$ cat config.mk
export PLATFORM = sky130hd
export DESIGN_NAME = alu_arbiter
export DESIGN_NICKNAME = d
export VERILOG_FILES = /design/src/rtl/alu_pkg.sv /design/src/rtl/rr_arbiter.sv /design/src/rtl/alu_arbiter.sv
export SDC_FILE = /design/constraint.sdc
export NUM_CORES = 1
export LEC_CHECK = 0
export CAP_MARGIN = 40
export CORE_UTILIZATION = 40
export DETAILED_ROUTE_END_ITERATION = 8
export GPL_TIMING_DRIVEN = 0
export MAX_ROUTING_LAYER = met4
export PLACE_DENSITY_LB_ADDON = 0.3
export SYNTH_ARGS = -nofsm -noshare
export SYNTH_HDL_FRONTEND = slang
export SYNTH_SLANG_ARGS = --single-unit
$ cat constraint.sdc
create_clock -name clk -period 3.7 [get_ports clk]
set_clock_uncertainty 0.2 [all_clocks]
set_input_delay 0.37 -clock clk [delete_from_list [all_inputs] [get_ports clk]]
set_output_delay 0.37 -clock clk [all_outputs]
set_load 0.02 [all_outputs]
$ cat src/rtl/alu_pkg.sv
// Shared definitions for the ALU arbiter: widths, ALU opcodes and the arbiter FSM encoding.
package alu_pkg;

  localparam int unsigned DW  = 16;
  localparam int unsigned OPW = 5;

  localparam logic [OPW-1:0] OpAdd = 5'd0;
  localparam logic [OPW-1:0] OpAdc = 5'd1;
  localparam logic [OPW-1:0] OpSub = 5'd2;
  localparam logic [OPW-1:0] OpInc = 5'd3;
  localparam logic [OPW-1:0] OpDec = 5'd4;
  localparam logic [OPW-1:0] OpAnd = 5'd5;
  localparam logic [OPW-1:0] OpOr  = 5'd6;
  localparam logic [OPW-1:0] OpXor = 5'd7;
  localparam logic [OPW-1:0] OpNot = 5'd8;
  localparam logic [OPW-1:0] OpCmp = 5'd9;

  typedef enum logic [1:0] {
    StIdle,
    StIssue,
    StCapture,
    StResp
  } state_e;

endpackage

$ cat src/rtl/rr_arbiter.sv
// Round-robin arbiter: priority search starting at a stored pointer, wrapping, one-hot grant.
module rr_arbiter #(
  parameter int unsigned NUM_REQ = 2,
  localparam int unsigned IdxW = $clog2(NUM_REQ)
) (
  input  logic               clk,
  input  logic               rst_n,
  input  logic [NUM_REQ-1:0] req_i,
  input  logic               ptr_we_i,
  input  logic [IdxW-1:0]    ptr_wdata_i,
  output logic [NUM_REQ-1:0] gnt_o,
  output logic [IdxW-1:0]    gnt_idx_o
);

  logic [IdxW-1:0] ptr_q, ptr_d;
  logic            found;
  int unsigned     idx;
  logic [IdxW-1:0] idx_w;

  always_comb begin
    gnt_o     = '0;
    gnt_idx_o = '0;
    found     = 1'b0;
    idx       = 0;
    idx_w     = '0;
    for (int unsigned i = 0; i < NUM_REQ; i++) begin
      idx = 32'(ptr_q) + i;
      if (idx >= NUM_REQ) idx = idx - NUM_REQ;
      idx_w = IdxW'(idx);
      if (!found && req_i[idx_w]) begin
        found         = 1'b1;
        gnt_o[idx_w]  = 1'b1;
        gnt_idx_o     = idx_w;
      end
    end
  end

  always_comb begin
    ptr_d = ptr_we_i ? ptr_wdata_i : ptr_q;
  end

  always_ff @(posedge clk or negedge rst_n) begin
    if (!rst_n) ptr_q <= '0;
    else        ptr_q <= ptr_d;
  end

endmodule

$ cat src/rtl/alu_arbiter.sv
// Shares one registered ALU between NUM_REQ requesters, one op in flight, round-robin.
// Optional ALU_LOCK_EN adds req_lock so a requester can keep the ALU for a carry chain.
module alu_arbiter #(
  parameter int unsigned NUM_REQ = 2,
  parameter int unsigned DW      = alu_pkg::DW,
  parameter int unsigned OPW     = alu_pkg::OPW
) (
  input  logic                   clk,
  input  logic                   rst_n,
  input  logic [NUM_REQ-1:0]     req_valid,
  output logic [NUM_REQ-1:0]     req_ready,
  input  logic [NUM_REQ*OPW-1:0] req_opcode,
  input  logic [NUM_REQ*DW-1:0]  req_a,
  input  logic [NUM_REQ*DW-1:0]  req_b,
`ifdef ALU_LOCK_EN
  input  logic [NUM_REQ-1:0]     req_lock,
`endif
  output logic [NUM_REQ-1:0]     rsp_valid,
  input  logic [NUM_REQ-1:0]     rsp_ready,
  output logic [DW-1:0]          rsp_data,
  output logic                   rsp_cflag,
  output logic                   rsp_zflag,
  output logic                   rsp_sflag,
  output logic                   alu_enable,
  output logic [OPW-1:0]         alu_opcode,
  output logic [DW-1:0]          alu_in_a,
  output logic [DW-1:0]          alu_in_b,
  input  logic [DW-1:0]          alu_out,
  input  logic                   alu_cflag
);

  import alu_pkg::*;

  localparam int unsigned IdxW = $clog2(NUM_REQ);

  state_e             state_q, state_d;
  logic [IdxW-1:0]    win_q, win_d, win_inc;
  logic [OPW-1:0]     op_q, op_d;
  logic [DW-1:0]      a_q, a_d, b_q, b_d;
  logic               alu_en_q, alu_en_d;
  logic [NUM_REQ-1:0] rsp_valid_q, rsp_valid_d;
  logic [DW-1:0]      rsp_data_q, rsp_data_d;
  logic               rsp_c_q, rsp_c_d, rsp_z_q, rsp_z_d, rsp_s_q, rsp_s_d;
  logic [NUM_REQ-1:0] rr_gnt, grant;
  logic [IdxW-1:0]    rr_gnt_idx, grant_idx;
  logic               ptr_we, hs;
`ifdef ALU_LOCK_EN
  logic               lock_q, lock_d, lock_act_q, lock_act_d;
`endif

  rr_arbiter #(
    .NUM_REQ (NUM_REQ)
  ) u_rr (
    .clk         (clk),
    .rst_n       (rst_n),
    .req_i       (req_valid),
    .ptr_we_i    (ptr_we),
    .ptr_wdata_i (win_inc),
    .gnt_o       (rr_gnt),
    .gnt_idx_o   (rr_gnt_idx)
  );

  assign win_inc = (win_q == IdxW'(NUM_REQ - 1)) ? '0 : win_q + IdxW'(1);

  always_comb begin
    grant     = rr_gnt;
    grant_idx = rr_gnt_idx;
`ifdef ALU_LOCK_EN
    // The pointer already sits at winner+1, so falling through here resumes round-robin there.
    if (lock_act_q && req_valid[win_q]) begin
      grant        = '0;
      grant[win_q] = 1'b1;
      grant_idx    = win_q;
    end
`endif
    req_ready = (state_q == StIdle) ? grant : '0;
    hs        = |(req_valid & req_ready);
  end

  always_comb begin
    state_d     = state_q;
    win_d       = win_q;
    op_d        = op_q;
    a_d         = a_q;
    b_d         = b_q;
    alu_en_d    = 1'b0;
    rsp_valid_d = rsp_valid_q;
    rsp_data_d  = rsp_data_q;
    rsp_c_d     = rsp_c_q;
    rsp_z_d     = rsp_z_q;
    rsp_s_d     = rsp_s_q;
    ptr_we      = 1'b0;
`ifdef ALU_LOCK_EN
    lock_d      = lock_q;
    lock_act_d  = lock_act_q;
`endif
    unique case (state_q)
      StIdle: begin
`ifdef ALU_LOCK_EN
        lock_act_d = 1'b0;
`endif
        if (hs) begin
          win_d    = grant_idx;
          op_d     = req_opcode[grant_idx*OPW +: OPW];
          a_d      = req_a[grant_idx*DW +: DW];
          b_d      = req_b[grant_idx*DW +: DW];
          alu_en_d = 1'b1;
`ifdef ALU_LOCK_EN
          lock_d   = req_lock[grant_idx];
`endif
          state_d  = StIssue;
        end
      end
      StIssue: state_d = StCapture;
      StCapture: begin
        rsp_data_d  = alu_out;
        rsp_c_d     = alu_cflag;
        rsp_z_d     = (alu_out == '0);
        rsp_s_d     = alu_out[DW-1];
        rsp_valid_d = NUM_REQ'(1) << win_q;
        state_d     = StResp;
      end
      StResp: begin
        if (rsp_ready[win_q]) begin
          rsp_valid_d = '0;
          ptr_we      = 1'b1;
`ifdef ALU_LOCK_EN
          lock_act_d  = lock_q;
`endif
          state_d     = StIdle;
        end
      end
      default: state_d = StIdle;
    endcase
  end

  always_ff @(posedge clk or negedge rst_n) begin
    if (!rst_n) begin
      state_q     <= StIdle;
      win_q       <= '0;
      op_q        <= '0;
      a_q         <= '0;
      b_q         <= '0;
      alu_en_q    <= 1'b0;
      rsp_valid_q <= '0;
      rsp_data_q  <= '0;
      rsp_c_q     <= 1'b0;
      rsp_z_q     <= 1'b0;
      rsp_s_q     <= 1'b0;
`ifdef ALU_LOCK_EN
      lock_q      <= 1'b0;
      lock_act_q  <= 1'b0;
`endif
    end else begin
      state_q     <= state_d;
      win_q       <= win_d;
      op_q        <= op_d;
      a_q         <= a_d;
      b_q         <= b_d;
      alu_en_q    <= alu_en_d;
      rsp_valid_q <= rsp_valid_d;
      rsp_data_q  <= rsp_data_d;
      rsp_c_q     <= rsp_c_d;
      rsp_z_q     <= rsp_z_d;
      rsp_s_q     <= rsp_s_d;
`ifdef ALU_LOCK_EN
      lock_q      <= lock_d;
      lock_act_q  <= lock_act_d;
`endif
    end
  end

  assign alu_enable = alu_en_q;
  assign alu_opcode = op_q;
  assign alu_in_a   = a_q;
  assign alu_in_b   = b_q;
  assign rsp_valid  = rsp_valid_q;
  assign rsp_data   = rsp_data_q;
  assign rsp_cflag  = rsp_c_q;
  assign rsp_zflag  = rsp_z_q;
  assign rsp_sflag  = rsp_s_q;

endmodule

### After elaboration in Yosys (flattened, before gate mapping)

Index checks and enable logic that the tools add are counted.

| cells by class | value |
|---|---|
| equal/unequal tests | 5 |
| $lt $le $gt $ge | 7 |
| multiplexer cells | 27 |
| multiply operators | 1 |
| add/subtract/negate cells | 4 |
| reductions and logical operators | 11 |
| bitwise operators | 2 |
| shift-type cells | 4 |

Operators with widths:

| kind | count |
|---|---|
| 32-bit by 6-bit variable part select with 16-bit output | 2 |
| 1-bit two-way mux | 18 |
| 16-bit zero test | 1 |
| 2-bit two-way mux | 5 |
| 10-bit by 5-bit variable part select with 5-bit output | 1 |
| 2-bit case mux with 4 select lines | 1 |
| 1-bit by 2-bit < comparator with 1-bit output (second input constant) | 3 |
| 2-bit AND reduction | 3 |
| 2-bit == test (second input constant) | 2 |
| 1-bit by 3-bit multiplier with 4-bit output (second input constant) | 1 |
| 2-bit inequality test (second input constant) | 2 |
| 2-bit case mux with 2 select lines | 1 |
| 1-bit logical AND | 3 |
| 1-bit by 1-bit adder with 2-bit output (second input constant) | 1 |
| 2-bit AND | 1 |
| 1-bit demux with 1-bit select | 2 |
| 2-bit by 1-bit == test with 1-bit output (second input constant) | 1 |
| 1-bit greater-or-equal comparator (second input constant) | 2 |
| 1-bit by 2-bit greater-or-equal comparator with 1-bit output (second input constant) | 1 |
| 2-bit greater-or-equal comparator (second input constant) | 1 |
| 2-bit zero test | 1 |
| 2-bit bitwise OR | 1 |
| 2-bit nonzero test | 1 |
| 2-bit OR reduction | 1 |
| other kinds (4) | 5 |

| storage, ports and cells | value |
|---|---|
| bits in registers | 63 |
| word-level logic and storage cells | 73 |
| output and inout bits | 61 |

### Logic depth before layout (Yosys ltp)

| depth | value |
|---|---|
| depth in word-level cells | 14 |
| mapped depth | 7 |
| mapped depth without buffers | 5 |

### By module

A second synthesis with hierarchy kept.

| unflattened totals | value |
|---|---|
| cells, all modules | 203 |
| area total of the unflattened synthesis | 3,064.2 um^2 |

Modules (own cells, without submodules):

| module | area each (um^2) | cells an instance | sequential area each (um^2) | instances |
|---|---|---|---|---|
| alu_arbiter | 3,004.1 | 196 | 1,526.5 | 1 |
| rr_arbiter | 60.1 | 7 | 25.0 | 1 |

### Least setup slack after synthesis

Ideal clock, no wire load.

| path | value |
|---|---|
| kind | flip-flop to output port |
| start | register state_q[0] |
| end | output port req_ready[0] |
| path slack | 2.028 ns |
| buffers on the path | 0 |
| data required time | 3.130 ns |
| stages on the path, launching flop included | 5 |
| arrival | 1.102 ns |
| cells stage by stage | dfrtp_1 -> inv_1 -> ha_1 -> nand2_1 -> a21oi_1 |

| between the ends | value |
|---|---|
| word-level cells in the longest chain between the ends | 2 |

Ends and longest elaborated chain:

| element | RTL line | source |
|---|---|---|
| start: declaration | alu_arbiter.sv:36 | `state_e state_q, state_d;` |
| start signal: assignment | alu_arbiter.sv:139 | `state_q <= StIdle;` |
| start signal: assignment | alu_arbiter.sv:155 | `state_q <= state_d;` |
| 2-bit zero test | alu_arbiter.sv:76 | `req_ready = (state_q == StIdle) ? grant : '0;` |
| 2-bit two-way mux | alu_arbiter.sv:76 |  |
| end: declaration | alu_arbiter.sv:11 | `output logic [NUM_REQ-1:0] req_ready,` |

Every way passes these cells.

### Worst setup path in the final report

| path | value |
|---|---|
| start | input port req_valid[1] |
| end | output port req_ready[1] |

| between the ends | value |
|---|---|
| word-level cells in the longest chain between the ends | 7 |

Ends and longest elaborated chain:

| element | RTL line | source |
|---|---|---|
| start: declaration | alu_arbiter.sv:10 | `input logic [NUM_REQ-1:0] req_valid,` |
| 1-bit two-way mux (not written as such) (2 in series) | rr_arbiter.sv:30 | `if (!found && req_i[idx_w]) begin` |
| 1-bit two-way mux | rr_arbiter.sv:30 |  |
| 1-bit zero test | rr_arbiter.sv:30 |  |
| 1-bit logical AND | rr_arbiter.sv:30 |  |
| 2-bit two-way mux * | rr_arbiter.sv:30 |  |
| 2-bit two-way mux * | alu_arbiter.sv:76 |  |

Every way passes the cells marked *; elsewhere a longest branch is shown, timed or not. The select of a mux whose other input is x is not followed.

==> qor.yml <==
grt_pass1_vias: 3179
tns_ns: 0
run_status: "completed"
path_clk_slew_ns: 0.06
synth_nets: 398
routabilityCongestion: 0.760
r2r_cells: 6
utilization_pct: 67.6
nNetsFinal: 567
max_freq_ghz: 0.381
avgRoutedWirePerCell_um: 15.6
place_area_sq_um: 4810
crit_top_cell: "clkdlybuf4s50_1"
areaGrowthSynthToFinish_pct: 60.1
die-area_sq_um: 8140
dp.cells: 554
vdd_drop_max_mv: 0.326
drv_slew: 0
synth_top_cell_by_area: "dfrtp_1"
fill_cells: 595
yosysWarnings: 0
cp.depth: 5
cts_made_buffers: 9
cap_violations: 0
dp_hpwl_um: 6620
cts-htree-levels: 3
crit_type: "input pin to primary output"
holdPathEnd: "rsp_data[0]"
finalSetupViolCount: 0
cts_resized: 0
final_area_sq_um: 4980
startpoint_type: "input pin"
fin_crit_sh_pct: 71.0
dp_slack_ns: 1.08
seq_area_frac_synth_pct: 49.8
drt_wl_total_um: 8940
die_w_um: 90.2
cts_setup_buffers: 0
cp-end-kind: "primary output"
drc: 0
arrival_ns: 2.06
rsz0062_at_grt: "false"
fp-row-count: 31
worstHoldStart: "rsp_data[0]"
power_density_nw_per_um2: 774
gr-usage-all-layers_pct: 23.6
instances_no_fill: 571
worstSkewPairLatency_ns: 0.33
slowest_stage: "clkdlybuf4s50_1"
drtAntennaViolNets: 0
grt_max_degree: 63
crit_chain: "clkdlybuf4s50_1 > inv_2 > buf_2 > nor3b_2 > clkdlybuf4s50_1"
diodes: 0
clock-sinks: 62
vias_per_cell: 5.21
yosysUniqueCellTypes: 33
drive_gt1_share_pct: 14.2
min_period_ns: 2.63
synth-seq-cells: 62
rrSetupSlack_ns: 1.92
grt_first_pass_wirelength_um: 14800
drtPass1Iterations: 5
netlist_area_sq_um: 3110
portBuffers: 157
critPathMaxFanout: 10
setup_ws_ns: 1.07
drtIter0Drc: 98
cts_tree: "done"
dieHeight_um: 90.2
holdPathStages: 1
grt_overflow_total: 0
crit_required_ns: 3.13
reg2reg_to: "alu_in_b[7]"
hold_violations: 0
clockBufferDepth: 2
tightest_slew_ns: 0.779
io_pins: 158
slew-limit-headroom_pct: 48.0
vias: 2974
postSynthCellCount: 298
r2r_start: "state_q[0]"
core_area_sq_um: 7370
syn_avg_cell_area_sq_um: 10.4
ys_top_cells_by_area: "dfrtp_1 50%, nand3b_1 8.2%, a31oi_1 7.4%"
start_util_pct: 42.2
grt_antenna_before_repair: 0
cts-root-buf: "clkbuf_8"
crit_buf_inv: 4
cp_top_family: "buffers and inverters"
synth_top_area_share_pct: 49.8
critical-path-max-stage-delay_ns: 0.63
hold_path_class: "flop to flop"
p_leak_nw: 2.01
-- cell type report --
class	count	area, sq um	share of cell area [%]
plain buffers	27	201	4.04
clock inverters	4	22.5	0.452
well taps	99	124	2.49
multi-input cells	202	1330	26.8
clock buffers	12	145	2.91
repair buffers	158	1580	31.7
flip-flops and latches	62	1550	31.1
inverters	7	26.3	0.527
-- layer usage --
metal / share of wire, % / track usage [%]
met3: 7.7 / 6.60
met5: 0 / -
met1: 41 / 26.5
met4: 2.7 / 10.5
met2: 48 / 39.2
-- worst max path at each step --
stage | endpoint | startpoint | slack [ns]
after global routing | req_ready[0] | state_q[0] | 0.98
after detailed placement | req_ready[1] | req_valid[1] | 1.08
after floorplan | req_ready[0] | state_q[0] | 2.03
final | req_ready[1] | req_valid[1] | 1.07
after global placement | alu_in_b[5] | rst_n | -0.02
after CTS | req_ready[1] | req_valid[1] | 1.08
-- cells in the final DEF, fill, tap and decap left out, drive strengths merged, types with 3 or more instances in the layout --
master	synthesis	final
dfrtp	62	62
clkbuf	2	14
inv	7	7
buf	25	26
a31oi	37	37
nor2	40	40
ha	3	3
clkdlybuf4s50	0	156
nor4	3	3
nand2	4	4
a21oi	4	4
mux2	18	18
o21ai	42	42
clkinv	0	3
nand3b	38	38
-- flip-flops by register name, indices dropped and copies added (netlist names), 2 cells and up --
name and cells:
alu_in_a 16, alu_in_b 16, rsp_data 16, alu_opcode 5, rsp_valid 2, state_q 2
-- repair_timing --
item	CTS	global route
hold buffers	1	0
endpoints found under the hold margin	62	0
setup endpoints to repair	0	0
-- cell usage after synthesis --
| library cell | number |
|---|---|
| dfrtp_1 | 62 |
| nor2_1 | 40 |
| a31oi_1 | 37 |
| nand3b_1 | 34 |
| o21ai_1 | 26 |
| mux2_2 | 17 |
| o21ai_0 | 16 |
| buf_2 | 14 |
| buf_6 | 10 |
| inv_1 | 6 |
| a21oi_1 | 4 |
| nand2_1 | 4 |
| nand3b_4 | 4 |
| ha_1 | 3 |
| nor4_1 | 3 |
| a22oi_2 | 1 |
| a2bb2oi_1 | 1 |
| and3b_1 | 1 |
| buf_4 | 1 |
| clkbuf_1 | 1 |
| clkbuf_4 | 1 |
| inv_2 | 1 |
| mux2_1 | 1 |
| mux2i_1 | 1 |
| nand3_1 | 1 |
| nor2b_1 | 1 |
| nor2b_4 | 1 |
| nor3_1 | 1 |
| nor3b_1 | 1 |
| nor3b_2 | 1 |
| o21a_2 | 1 |
| o21bai_1 | 1 |
| o22ai_1 | 1 |
-- cells by family after synthesis --
family	after synthesis	synth area share (%)
compound gates	88	16.2
flops	62	49.8
simple gates	92	18.6
fa+ha+maj	3	1.21
buf+inv	34	7.32
mux	19	6.83
-- power by group --
group | internal [W] | switching [W] | total (W)
logic | 0.00108 | 0.00105 | 0.00213
registers | 0.00102 | 0.000192 | 0.00121
clock network | 0.000258 | 0.000256 | 0.000514
-- worst reg2reg max path, stage by stage (launching register included) --
cell     delay, ns
dfrtp_1       0.41
inv_1         0.10
ha_1          0.26
o21a_2        0.20
buf_6         0.14
buf_2         0.23
a31oi_1       0.12
-- stage by stage --
step	hold slack (ns)	total power (W)
floorplan	-0.126	0.00238
global placement	0.288	0.00330
detailed placement	0.297	0.00337
CTS	0.312	0.00389
global route	0.332	0.00409
finish	0.311	0.00386
(Power assumes the default switching activity.)
